<file path="src/rtl/mux_prox_instr_ctx_if.sv">
// Bus between the control unit and the next-instruction unit.
// The control unit (master) drives the next-PC selection and trap requests;
// the next-instruction unit (slave) returns the PC and its context status.
interface mux_prox_instr_ctx_if #(
    parameter int ADDR_W      = 32,
    parameter int STACK_DEPTH = 4
);
    localparam int DW = $clog2(STACK_DEPTH + 1);

    logic              stall;
    logic [2:0]        controle;
    logic [ADDR_W-1:0] desvio;
    logic [ADDR_W-1:0] end_imm;
    logic [ADDR_W-1:0] end_reg;
    logic              swap_SO;
    logic              status;
    logic [ADDR_W-1:0] pc;
    logic              in_so;
    logic [DW-1:0]     ctx_depth;
    logic              stack_ovf;
    logic              stack_unf;

    modport master (
        output stall, controle, desvio, end_imm, end_reg, swap_SO, status,
        input  pc, in_so, ctx_depth, stack_ovf, stack_unf
    );

    modport slave (
        input  stall, controle, desvio, end_imm, end_reg, swap_SO, status,
        output pc, in_so, ctx_depth, stack_ovf, stack_unf
    );
endinterface

</file>
<file path="src/rtl/mux_prox_instr_ctx.sv">
// Next-instruction unit: owns the PC register, selects the next fetch
// address, and keeps a LIFO of return addresses for OS entries (swap_SO).
// A halted processor (status=0) is parked on the OS vector. Overflow and
// underflow of the return stack are recorded in sticky flags.
module mux_prox_instr_ctx #(
    parameter int ADDR_W      = 32,
    parameter int OS_VECTOR   = 96,
    parameter int STACK_DEPTH = 4
) (
    input logic               clk,
    input logic               rst_n,
    mux_prox_instr_ctx_if.slave bus
);
    localparam int DW = $clog2(STACK_DEPTH + 1);

    typedef enum logic [1:0] {ST_RUN, ST_OS, ST_HALT} state_t;

    state_t            state_q, state_d;
    logic [ADDR_W-1:0] pc_q, pc_d;
    logic [DW-1:0]     depth_q, depth_d;
    logic              pend_q, pend_d;
    logic              ovf_q, ovf_d;
    logic              unf_q, unf_d;
    logic [ADDR_W-1:0] stack_q [STACK_DEPTH];

    logic [ADDR_W-1:0] pc_inc;
    logic [ADDR_W-1:0] nxt;
    logic [ADDR_W-1:0] ret_val;
    logic [ADDR_W-1:0] top_val;
    logic              swap;
    logic              push_en;

    // Next-state, next-PC and stack control, in per-edge priority order
    always_comb begin
        state_d = state_q;
        pc_d    = pc_q;
        depth_d = depth_q;
        pend_d  = pend_q;
        ovf_d   = ovf_q;
        unf_d   = unf_q;
        push_en = 1'b0;
        pc_inc  = pc_q + ADDR_W'(1);
        swap    = bus.swap_SO | pend_q;

        case (bus.controle)
            3'd1:    nxt = pc_q + bus.desvio;
            3'd2:    nxt = bus.end_imm;
            3'd3:    nxt = bus.end_reg;
            default: nxt = pc_inc;
        endcase

        // A pop or an unused code returns to the sequential successor
        ret_val = (bus.controle <= 3'd3) ? nxt : pc_inc;

        top_val = '0;
        for (int i = 0; i < STACK_DEPTH; i++) begin
            if (DW'(i) == depth_q - DW'(1)) begin
                top_val = stack_q[i];
            end
        end

        if (!bus.status) begin
            pc_d    = ADDR_W'(OS_VECTOR);
            state_d = ST_HALT;
            pend_d  = pend_q | bus.swap_SO;
        end else if (state_q == ST_HALT) begin
            pc_d    = ADDR_W'(OS_VECTOR);
            state_d = (depth_q == '0) ? ST_RUN : ST_OS;
            pend_d  = pend_q | bus.swap_SO;
        end else if (bus.stall) begin
            pend_d  = pend_q | bus.swap_SO;
        end else if (swap) begin
            pc_d    = ADDR_W'(OS_VECTOR);
            pend_d  = 1'b0;
            state_d = ST_OS;
            if (depth_q == DW'(STACK_DEPTH)) begin
                ovf_d = 1'b1;
            end else begin
                push_en = 1'b1;
                depth_d = depth_q + DW'(1);
            end
        end else if (bus.controle == 3'd4) begin
            if (depth_q != '0) begin
                pc_d    = top_val;
                depth_d = depth_q - DW'(1);
                if (depth_q == DW'(1)) begin
                    state_d = ST_RUN;
                end
            end else begin
                pc_d  = pc_inc;
                unf_d = 1'b1;
            end
        end else begin
            pc_d = nxt;
        end
    end

    // Control registers with synchronous active-low reset
    always_ff @(posedge clk) begin
        if (!rst_n) begin
            state_q <= ST_RUN;
            pc_q    <= '0;
            depth_q <= '0;
            pend_q  <= 1'b0;
            ovf_q   <= 1'b0;
            unf_q   <= 1'b0;
        end else begin
            state_q <= state_d;
            pc_q    <= pc_d;
            depth_q <= depth_d;
            pend_q  <= pend_d;
            ovf_q   <= ovf_d;
            unf_q   <= unf_d;
        end
    end

    // Return-address storage; contents are meaningless above ctx_depth
    always_ff @(posedge clk) begin
        for (int i = 0; i < STACK_DEPTH; i++) begin
            if (rst_n && push_en && depth_q == DW'(i)) begin
                stack_q[i] <= ret_val;
            end
        end
    end

    assign bus.pc        = pc_q;
    assign bus.in_so     = (state_q == ST_OS);
    assign bus.ctx_depth = depth_q;
    assign bus.stack_ovf = ovf_q;
    assign bus.stack_unf = unf_q;
endmodule

</file>
<file path="src/flat_wrapper.sv">
// flat-port wrapper written by rule: the top's interface ports become plain ports
module mux_prox_instr_ctx_flat 
#(
    parameter int ADDR_W      = 32,
    parameter int OS_VECTOR   = 96,
    parameter int STACK_DEPTH = 4
)
  (clk, rst_n, bus_stall, bus_controle, bus_desvio, bus_end_imm, bus_end_reg, bus_swap_SO, bus_status, bus_pc, bus_in_so, bus_ctx_depth, bus_stack_ovf, bus_stack_unf);
  mux_prox_instr_ctx_if #(.ADDR_W(ADDR_W), .STACK_DEPTH(STACK_DEPTH)) bus_i ();
  input logic clk;
  input logic rst_n;
  input wire logic [$bits(bus_i.stall)-1:0] bus_stall;
  input wire logic [$bits(bus_i.controle)-1:0] bus_controle;
  input wire logic [$bits(bus_i.desvio)-1:0] bus_desvio;
  input wire logic [$bits(bus_i.end_imm)-1:0] bus_end_imm;
  input wire logic [$bits(bus_i.end_reg)-1:0] bus_end_reg;
  input wire logic [$bits(bus_i.swap_SO)-1:0] bus_swap_SO;
  input wire logic [$bits(bus_i.status)-1:0] bus_status;
  output wire logic [$bits(bus_i.pc)-1:0] bus_pc;
  output wire logic [$bits(bus_i.in_so)-1:0] bus_in_so;
  output wire logic [$bits(bus_i.ctx_depth)-1:0] bus_ctx_depth;
  output wire logic [$bits(bus_i.stack_ovf)-1:0] bus_stack_ovf;
  output wire logic [$bits(bus_i.stack_unf)-1:0] bus_stack_unf;
  assign bus_i.stall = bus_stall;
  assign bus_i.controle = bus_controle;
  assign bus_i.desvio = bus_desvio;
  assign bus_i.end_imm = bus_end_imm;
  assign bus_i.end_reg = bus_end_reg;
  assign bus_i.swap_SO = bus_swap_SO;
  assign bus_i.status = bus_status;
  assign bus_pc = bus_i.pc;
  assign bus_in_so = bus_i.in_so;
  assign bus_ctx_depth = bus_i.ctx_depth;
  assign bus_stack_ovf = bus_i.stack_ovf;
  assign bus_stack_unf = bus_i.stack_unf;
  mux_prox_instr_ctx #(.ADDR_W(ADDR_W), .OS_VECTOR(OS_VECTOR), .STACK_DEPTH(STACK_DEPTH)) u_core (.clk(clk), .rst_n(rst_n), .bus(bus_i));
endmodule
</file>
<file path="config.mk">
export PLATFORM = sky130hd
export DESIGN_NAME = mux_prox_instr_ctx_flat
export DESIGN_NICKNAME = d
export VERILOG_FILES = /design/src/rtl/mux_prox_instr_ctx_if.sv /design/src/rtl/mux_prox_instr_ctx.sv /design/src/flat_wrapper.sv
export SDC_FILE = /design/constraint.sdc
export NUM_CORES = 1
export LEC_CHECK = 0
export ABC_AREA = 1
export CAP_MARGIN = 20
export CELL_PAD_IN_SITES_DETAIL_PLACEMENT = 1
export CELL_PAD_IN_SITES_GLOBAL_PLACEMENT = 2
export CORE_MARGIN = 3
export CORE_UTILIZATION = 35
export DETAILED_ROUTE_END_ITERATION = 16
export DONT_BUFFER_PORTS = 1
export PLACE_DENSITY = 0.84
export SLEW_MARGIN = 20
export SYNTH_ARGS = -nofsm -noshare
export SYNTH_HDL_FRONTEND = slang
export SYNTH_SLANG_ARGS = --single-unit
</file>
<file path="constraint.sdc">
create_clock -name clk -period 4.5 [get_ports clk]
set_input_delay 0.225 -clock clk [delete_from_list [all_inputs] [get_ports clk]]
set_output_delay 0.225 -clock clk [all_outputs]
set_load 0.03 [all_outputs]
</file>
## Word-level counts from Yosys, hierarchy flattened

Memory sizes are Yosys's and may differ from the RTL's.
Index checks and enable logic that the tools add are counted.

| cells by class | value |
|---|---|
| add/sub/neg operators | 4 |
| $lt $le $gt $ge | 1 |
| equal/unequal tests | 20 |
| muxes and demuxes | 50 |
| bitwise logic cells | 7 |
| reduce and logical (&&, ||, !) cells | 23 |

Operator list:

| kind | count |
|---|---|
| $mux 32 | 11 |
| $pmux 32 s3 | 1 |
| $reduce_or 32->1 | 3 |
| $add 32x1->32 const B | 1 |
| $add 32x32->32 | 1 |
| $mux 1 | 21 |
| $mux 7 | 3 |
| $mux 2 | 10 |
| $eq 3x2->1 const B | 4 |
| $mux 3 | 4 |
| $ne 4x1->1 const B | 3 |
| $reduce_and 6->1 | 2 |
| $reduce_bool 3->1 | 4 |
| $reduce_and 4->1 | 2 |
| $eq 2x3->1 const A | 2 |
| $eq 3x1->1 const B | 2 |
| $eq 3x3->1 const B | 2 |
| $logic_not 3->1 | 2 |
| $not 1->1 | 6 |
| $logic_and 1x1->1 | 5 |
| $reduce_and 5->1 | 1 |
| $ne 4x2->1 const B | 1 |
| $reduce_bool 2->1 | 2 |
| $add 3x1->3 const B | 1 |
| other kinds (11) | 11 |

| storage, ports and cells | value |
|---|---|
| flip-flop bits (word level) | 40 |
| memory bits (writable) | 128 |
| input port bits | 104 |
| output and inout port bits | 38 |
| word-level logic and storage cells | 114 |
| memories kept | 1 |

Memories:

| memory | depth | bits a word | read ports | clocked after memory_dff | write ports | RTL line | text |
|---|---|---|---|---|---|---|---|
| u_core.stack_q | 4 | 32 | 4 | 0 | 1 | mux_prox_instr_ctx.sv:24 | `logic [ADDR_W-1:0] stack_q [STACK_DEPTH];` |

## Logic depth before layout (Yosys ltp)

Gate-level depths: netlist of run 1.

| depth | value |
|---|---|
| word-level depth | 14 |
| depth in mapped cells | 17 |
| mapped depth without buffers | 17 |

## Worst setup path after synthesis of run 1

OpenSTA, ideal clock, no wires.

| timing | value |
|---|---|
| path kind | reg2reg |
| start | register u_core.depth_q[0] (netlist: u_core.bus.ctx_depth[0]) |
| end | memory u_core.stack_q[2][0], enable pin |
| library setup time | 461 ps |
| arrival | 3,553 ps |
| required time | 4,039 ps |
| setup slack | 486 ps |
| cell stages (with the launch flop) | 8 |
| buffers on the path | 0 |
| period minus slack after synthesis | 4,014 ps |
| path through | dfxtp_1 inv_1 ha_1 nand2_1 inv_1 nor2_1 nand3_1 nor3_1 |

| between the ends | value |
|---|---|
| longest elaborated chain between the ends | 14 |
| elaborated cells on any way between the ends | 32 |
| classes of those cells | 4 x eq/ne; 19 x mux; 9 x reduce/logical |

RTL lines:

| item | RTL line | text |
|---|---|---|
| from (decl) | mux_prox_instr_ctx.sv:20 | `logic [DW-1:0] depth_q, depth_d;` |
| from (signal assigned) | mux_prox_instr_ctx.sv:110 | `depth_q <= depth_d;` |
| $eq 3x3->1 | mux_prox_instr_ctx.sv:76 | `if (depth_q == DW'(STACK_DEPTH)) begin` |
| $mux 1 | mux_prox_instr_ctx.sv:76 |  |
| $mux 1 | mux_prox_instr_ctx.sv:72 | `end else if (swap) begin` |
| $mux 1 | mux_prox_instr_ctx.sv:70 | `end else if (bus.stall) begin` |
| $mux 1 | mux_prox_instr_ctx.sv:66 | `end else if (state_q == ST_HALT) begin` |
| $mux 1 | mux_prox_instr_ctx.sv:62 | `if (!bus.status) begin` |
| $logic_and 1x1->1 (2 in series) | mux_prox_instr_ctx.sv:120 | `if (rst_n && push_en && depth_q == DW'(i)) begin` |
| $mux 1 | mux_prox_instr_ctx.sv:120 |  |
| $mux 1 (not written as such) | mux_prox_instr_ctx.sv:121 | `stack_q[i] <= ret_val;` |
| $reduce_or 32->1 (no source line) | - |  |
| $mux 2 (no source line) / $mux 1 (equally long branches) (3 in series) | - |  |
| to (decl) | mux_prox_instr_ctx.sv:24 |  |

Parallel ways exist; a longest one is shown, timed or not.

## Worst setup path after layout of run 1

| timing | value |
|---|---|
| start | register u_core.pc_q[0] (netlist: u_core.bus.pc[0]) |
| end | memory u_core.stack_q[2][14] (data pin) |

| between the ends | value |
|---|---|
| longest elaborated chain between the ends | 6 |
| elaborated cells on any way between the ends | 7 |
| classes of those cells | 2 x add/sub; 5 x mux |

RTL lines:

| item | RTL line | text |
|---|---|---|
| from (decl) | mux_prox_instr_ctx.sv:19 | `logic [ADDR_W-1:0] pc_q, pc_d;` |
| from (signal assigned) | mux_prox_instr_ctx.sv:109 | `pc_q <= pc_d;` |
| $add 32x1->32 / $add 32x32->32 (equally long branches) | mux_prox_instr_ctx.sv:42, mux_prox_instr_ctx.sv:46 |  |
| $pmux 32 s3 | mux_prox_instr_ctx.sv:45 | `case (bus.controle)` |
| $mux 32 * | mux_prox_instr_ctx.sv:53 | `ret_val = (bus.controle <= 3'd3) ? nxt : pc_inc;` |
| net u_core.ret_val[14] | mux_prox_instr_ctx.sv:28 | `logic [ADDR_W-1:0] ret_val;` |
| $mux 32 (no source line) (2 in series) | - |  |
| $mux 32 (no source line) * | - |  |

The timed path passes the listed nets; every way through them passes the cells marked *.

==> results_dict.tcl, run 1 <==
set metrics [dict create \
    drt_iter0_markers 662 \
    gp_congestion 0.939 \
    worst_slew_pin_slew_ns 0.989 \
    cp_max_fo 6 \
    synth-simple-area-share 0.340 \
    io-pin-count 142 \
    critical_path.top_delay_family "simple AND/OR/NAND/NOR gates" \
    yosys_warnings 0 \
    cap_violations 0 \
    gr-total-overflow 0 \
    die_h_um 187 \
    end_kind "flop" \
    max-vdd-ir-drop_mv 0.222 \
    critPathSlowestCell "dfxtp_1" \
    cp_slowest_stage_delay_ns 0.68 \
    hp-class "in2reg" \
    synth_edf_count 128 \
    synth_top_area_share 0.336 \
    async_flop_share 0 \
    die-area_sq_um 34900 \
    grt_pass1_wl_um 67000 \
    synth_mux_area_frac 0 \
    post_cts_resize_count 0 \
    avgSynthCellArea_sq_um 7.08 \
    diodes 0 \
    clock-sinks 168 \
    worstPathArrival_ns 3.45 \
    via_per_inst 5.37 \
    final_area_sq_um 12600 \
    dr.pass1.iters 4 \
    postCtsHoldBufs 3 \
    synth_xor_area_frac 0.0138 \
    synth_cell_types 42 \
    rows 65 \
    fin_skew_ns 0.0132 \
    p_per_area_nw_per_um2 298 \
    clk_pin_slew_worst_paths_ns 0.07 \
    synth_common_cells "592 x nand2_1, 204 x inv_1, 168 x nand3_1, 128 x edfxtp_1, 108 x nor2_1" \
    syn_nets 1763 \
    fin_cells 2068 \
    r2r_cells 8 \
    setup-tns-final_ns 0 \
    cts_tree "yes" \
    dp.cells 2033 \
    drc_errors 0 \
    synth_fa_ha_area_frac 0.0455 \
    max-slew-margin-rel 0.339 \
    clock.fmax_ghz 0.302 \
    layout_min_cycle_time_ns 3.31 \
    setup_violations 0 \
    synth_compound_area_frac 0.105 \
    cts-root-buf "clkbuf_16" \
    wl_um 43400 \
    yosys.area.top_type "edfxtp_1" \
    core-area_sq_um 31900 \
    start_util 0.359 \
    run_status "complete, no violations" \
    grt_pass1_vias 11239 \
    post_cts_buffers 0 \
    hold_violations 0 \
    numCtsBuffers 17 \
    fin_crit_sh 0.735 \
    syn_area_sq_um 11500 \
    drive_gt1_frac 0.0631 \
    finalMaxSlewViolations 0 \
    post-synth-top-count-cell "nand2_1" \
    insertion_delay_ns 0.44 \
    track_usage 0.247 \
    crit_chain "ha_1 > nand2_1 > nor2_1 > nand3_1 > nor2_1 > xor2_1 > nand2_1 > a21boi_0" \
    synth_top_family_by_area "simple AND/OR/NAND/NOR gates" \
    dieWidth_um 187 \
    wl_per_cell_um 21.0 \
    ys.flop_type "edfxtp_1" \
    cts_max_path_buffers 2 \
    grt_max_degree 53 \
    synthToLayoutAreaGrowth_pct 10.4 \
    critical_path_buf_inv_count 0 \
    ant_nets 0 \
    yosysSeqAreaShare 0.406 \
    nets 1765 \
    hold_depth 3 \
    dpl_cell_area_sq_um 12000 \
    cp-start-kind "flop" \
    netlist_instances 1618 \
    rsz0062_at_grt "false" \
    cts-htree-levels 4 \
    path_depth 8 \
    power.leakage_nw 5.60 \
    io_buffers 0 \
    synth_seq_cells 168 \
    synth.area.top_cells "edfxtp_1 34%, nand2_1 19%, nand3_1 7.3%" \
    post-dp-hpwl_um 32900 \
    critPathKind "reg2reg" \
    required_ns 4.64 \
    antenna_found_initial 0 \
    via_count 11095 \
]
path summary, 6_finish.rpt:
check | from | endpoint | slack [ns]
worst min-delay path | bus_status | u_core.pend_q$_SDFFE_PN0P_ | 0.08
worst max-delay path | u_core.bus.pc[0]$_SDFFE_PP0N_ | u_core.stack_q[2][14]$_DFFE_PP_ | 1.19
worst max register to register | u_core.bus.pc[0]$_SDFFE_PP0N_ | u_core.stack_q[2][14]$_DFFE_PP_ | 1.19
worst min register to register | u_core.state_q[0]$_SDFFE_PN0P_ | u_core.state_q[0]$_SDFFE_PN0P_ | 0.48
area by class of cell:
cell class                      count  area (sq um)
Sequential cell                   168          4640
Clock inverter                     11           125
Fill cell                        4130         19200
Inverter                          209           785
Multi-Input combinational cell   1189          5800
Clock buffer                       21           460
Timing Repair Buffer               35           280
Tap cell                          435           544
cells by family after synthesis:
| logic type | Yosys count |
|---|---|
| fa+ha+maj | 41 |
| compound gates | 197 |
| simple gates | 933 |
| flops | 168 |
| buf+inv | 261 |
| xor+xnor | 18 |
report_power, final:
group / total [mW] / internal (mW) / leakage, nW / switching [mW]
combinational: 0.577 / 0.155 / 3.83 / 0.422
sequential: 1.72 / 1.70 / 1.49 / 0.0221
clock: 1.47 / 0.847 / 0.283 / 0.624
total: 3.77 / 2.70 / 5.60 / 1.07
through the flow:
stage               worst slack, ns   util  total power [mW]  hold WS, ns
CTS                            1.24  0.396              3.77       0.0588
floorplan                     0.486      -              2.13        0.321
global route                  0.953  0.396              3.91       0.0833
finish                         1.19  0.396              3.77       0.0816
detailed placement             1.27  0.377              2.31        0.336
global placement               1.29  0.377              2.30        0.334
flip-flops by register name (all words and copies together), names as in the netlist:
| register | flops |
|---|---|
| u_core.bus.stack_ovf | 1 |
| u_core.bus.pc | 32 |
| u_core.stack_q | 128 |
| u_core.pend_q | 1 |
| u_core.bus.ctx_depth | 3 |
| u_core.state_q | 2 |
| u_core.bus.stack_unf | 1 |
layer usage:
metal / wire, um / up-vias / global-route usage
met3: 2340 / 54 / 0.0407
met1: 19100 / 5420 / 0.328
met2: 21200 / 312 / 0.423
li1: - / 5309 / -
met4: 735 / 0 / 0.0590
met5: 0 / - / 0
cell usage in the layout (no fill, tap or decap), drive strengths merged, types with 26 or more instances in the layout:
cell type  netlist  routed
nand2          594     594
a21oi           83      83
o21ai           37      37
ha              40      40
a221oi          26      26
inv            208     208
dfxtp           40      40
nor2           113     113
edfxtp         128     128
buf             23      33
nand3          168     168
worst reg2reg max path: stages, from the launching register on:
cell and delay (ns):
dfxtp_1 0.68, ha_1 0.33, nand2_1 0.11, nor2_1 0.39
nand3_1 0.22, nor2_1 0.42, xor2_1 0.17, nand2_1 0.12
a21boi_0 0.58
Power figures use the tool's default switching activity.
==> run 2: changes to the inputs <==
--- a/config.mk
+++ b/config.mk
@@ -5,7 +5,7 @@
 export SDC_FILE = /design/constraint.sdc
 export NUM_CORES = 1
 export LEC_CHECK = 0
-export ABC_AREA = 1
+export ABC_AREA = 0
 export CAP_MARGIN = 20
 export CELL_PAD_IN_SITES_DETAIL_PLACEMENT = 1
 export CELL_PAD_IN_SITES_GLOBAL_PLACEMENT = 2
@@ -13,7 +13,7 @@
 export CORE_UTILIZATION = 35
 export DETAILED_ROUTE_END_ITERATION = 16
 export DONT_BUFFER_PORTS = 1
-export PLACE_DENSITY = 0.84
+export PLACE_DENSITY = 0.77
 export SLEW_MARGIN = 20
 export SYNTH_ARGS = -nofsm -noshare
 export SYNTH_HDL_FRONTEND = slang
==> constraint.sdc (replaced) <==
create_clock -name clk -period 3.1 [get_ports clk]
set_input_delay 0.155 -clock clk [delete_from_list [all_inputs] [get_ports clk]]
set_output_delay 0.155 -clock clk [all_outputs]
set_load 0.03 [all_outputs]
==> results_dict.tcl, run 2 <==
set metrics [dict create \
    regMostFlops "u_core.stack_q" \
    hold_slack_ns 0.0491 \
    cp_max_fo 5 \
    use_met3 0.0450 \
    yosysSeqAreaShare 0.455 \
    synth_seq_cells 168 \
    core-area_sq_um 28200 \
    cts_tree "yes" \
    post-synth-top-count-cell "edfxtp_1" \
    via_per_inst 5.93 \
    nets 1278 \
    worstPathArrival_ns 3.32 \
    run_status "complete, no violations" \
    diodes 0 \
    dpl_cell_area_sq_um 11300 \
    setup_violations 0 \
    syn_area_sq_um 10200 \
    max-vdd-ir-drop_mv 0.241 \
    cts-root-buf "clkbuf_16" \
    gp_congestion 0.886 \
    layout_min_cycle_time_ns 2.98 \
    synth_top_area_share 0.377 \
    yosys_warnings 0 \
    rows 61 \
    r2r_end "u_core.bus.pc[30]$_SDFFE_PP0N_" \
    cp-start-kind "flop" \
    clockPowerShare 0.403 \
    finalMaxSlewViolations 0 \
    synthToLayoutAreaGrowth_pct 17.8 \
    p_per_area_nw_per_um2 446 \
    grt_max_degree 42 \
    cap_violations 0 \
    ant_nets 0 \
    worst_slew_pin_slew_ns 0.821 \
    utilization 0.426 \
    synth.area.top_cells "edfxtp_1 38%, dfxtp_1 7.8%, ha_1 4.9%" \
    netlist_instances 1072 \
    dr.pass1.iters 5 \
    numCtsBuffers 17 \
    fin_crit_sh 0.962 \
    antenna_found_initial 0 \
    max-slew-margin-rel 0.452 \
    io-pin-count 142 \
    syn_nets 1217 \
    critPathKind "reg2reg" \
    sw_frac_of_total 0.291 \
    wl_per_cell_um 24.8 \
    use_met2 0.389 \
    cts_max_path_buffers 2 \
    final_area_sq_um 12000 \
    synth_edf_count 128 \
    rsz0062_at_grt "true" \
    final_cell_mix "128 x edfxtp_1, 122 x nand2_1, 109 x nor2_1" \
    avgSynthCellArea_sq_um 9.52 \
    fillers 3235 \
    drive_gt1_frac 0.151 \
    r2r_start "u_core.bus.pc[0]$_SDFFE_PP0N_" \
    timing.reg2reg.setup_slack_ns 0.12 \
    synth_cell_types 72 \
    seqPwrFrac 0.461 \
    cts-htree-levels 4 \
    start_util 0.361 \
    insertion_delay_ns 0.44 \
    yosys.area.top_type "edfxtp_1" \
    combinationalPowerShare 0.136 \
    ys.flop_type "edfxtp_1" \
    io_buffers 0 \
    hp-class "in2reg" \
    die-area_sq_um 31200 \
    endpoint "u_core.bus.pc[30]$_SDFFE_PP0N_" \
    grt-busiest-layer "met2" \
    power.leakage_nw 4.45 \
    end_kind "flop" \
    gr-total-overflow 0 \
    hold_violations 0 \
    clk_pin_slew_worst_paths_ns 0.08 \
    wl_um 37800 \
    intPower_mw 3.80 \
    gr-usage-met1 0.338 \
    setup-tns-final_ns 0 \
    clock.fmax_ghz 0.335 \
    layout_commonest_cell "edfxtp_1" \
    crit_start "u_core.bus.pc[0]$_SDFFE_PP0N_" \
    grt_pass1_wl_um 57000 \
    required_ns 3.44 \
    synth_common_cells "128 x edfxtp_1, 122 x nand2_1, 110 x nor2_1, 97 x a21oi_1, 59 x clkbuf_1" \
    dieWidth_um 177 \
    async_flop_share 0 \
    track_usage 0.241 \
    drc_errors 0 \
    post-dp-hpwl_um 27800 \
    die_h_um 177 \
    largest_reg_flops 128 \
    p_sw_mw 1.56 \
    grt_pass1_vias 9255 \
    via_count 9031 \
    clock-sinks 168 \
    fin_skew_ns 0.0117 \
    r2r_cells 12 \
    drt_iter0_markers 761 \
]
-- run 2: cell count changes after synthesis, sizes merged, moves of 18 or more --
cell | before | now
nand2 | 594 | 122
inv | 208 | 19
nand3 | 168 | 24
clkbuf | 29 | 59
a211oi | 2 | 23
or2 | 25 | 5
xnor2 | 6 | 24
-- run 2: timing repair --
action,4_1_cts,5_1_grt
endpoints found under the hold margin,14,0
setup endpoints to repair,5,55
gates resized for setup,3,14
hold buffers,4,0
setup buffers,0,0
pin swaps,0,4
-- run 2: worst max-delay path, cell delays in order, from the launching register on --
cell	delay, ns
dfxtp_2	0.33
ha_2	0.18
inv_1	0.05
fa_1	0.38
nand2b_4	0.17
a21oi_4	0.17
o21ai_4	0.10
a21bo_4	0.25
o31ai_4	0.31
a21oi_2	0.10
xnor2_1	0.13
a221o_1	0.36
a221o_1	0.33
-- run 2: worst min path at each step --
stage | from | endpoint | slack, ns | depth (start not counted)
6_report | bus_controle[2] | u_core.stack_q[3][4]$_DFFE_PP_ | 0.05 | 1
3_3_place_gp | bus_status | u_core.state_q[1]$_SDFFE_PN0P_ | 0.26 | 1
5_1_grt | bus_stall | u_core.bus.pc[10]$_SDFFE_PP0N_ | 0.05 | 2
4_1_cts | bus_stall | u_core.bus.pc[5]$_SDFFE_PN0N_ | 0.02 | 3
2_1_floorplan | bus_status | u_core.state_q[1]$_SDFFE_PN0P_ | 0.26 | 1
3_5_place_dp | bus_status | u_core.state_q[1]$_SDFFE_PN0P_ | 0.27 | 1
-- run 2: layout make-up --
cell class	count	area (sq um)	area share
sequential	168	4650	0.387
timing repair buffer	111	893	0.0743
clock inverter	15	176	0.0147
clock buffer	17	425	0.0354
multi-input combinational	815	5330	0.443
tap	378	473	0.0394
inverter	20	75.1	0.00625
-- run 2: stage by stage --
stage               worst slack, ns  total power [mW]  cells
floorplan                    0.0673              2.97   1072
global placement            -0.0363              3.21   1488
detailed placement           -0.114              3.22   1488
CTS                         0.00964              5.36   1524
global route                -0.0398              5.54   1524
finish                        0.116              5.36   1524
-- run 2: metal layers --
metal | up-vias | share of wire
li1 | 4188 | -
met1 | 4460 | 0.45
met2 | 352 | 0.46
met3 | 31 | 0.073
met4 | 0 | 0.013
met5 | - | 0
-- run 2: power by group through the flow --
stage                     clock network (mW)  logic, mW  registers [mW]
after global placement                     0      0.689            2.52
after CTS                               2.17      0.712            2.47
final                                   2.16      0.728            2.47
after global routing                    2.27      0.787            2.48
after floorplan                            0      0.426            2.54
after detailed placement                   0      0.698            2.52
-- run 2: kinds of logic after synthesis --
kind of cell	after synthesis	synth area share
xor gates and xnor gates	53	0.0455
DFF	168	0.455
buffers and inverters	89	0.0340
and+or+nand+nor	350	0.156
muxes	20	0.0200
adders and majority gates	41	0.0510
AOI/OAI and AO/OA	351	0.238
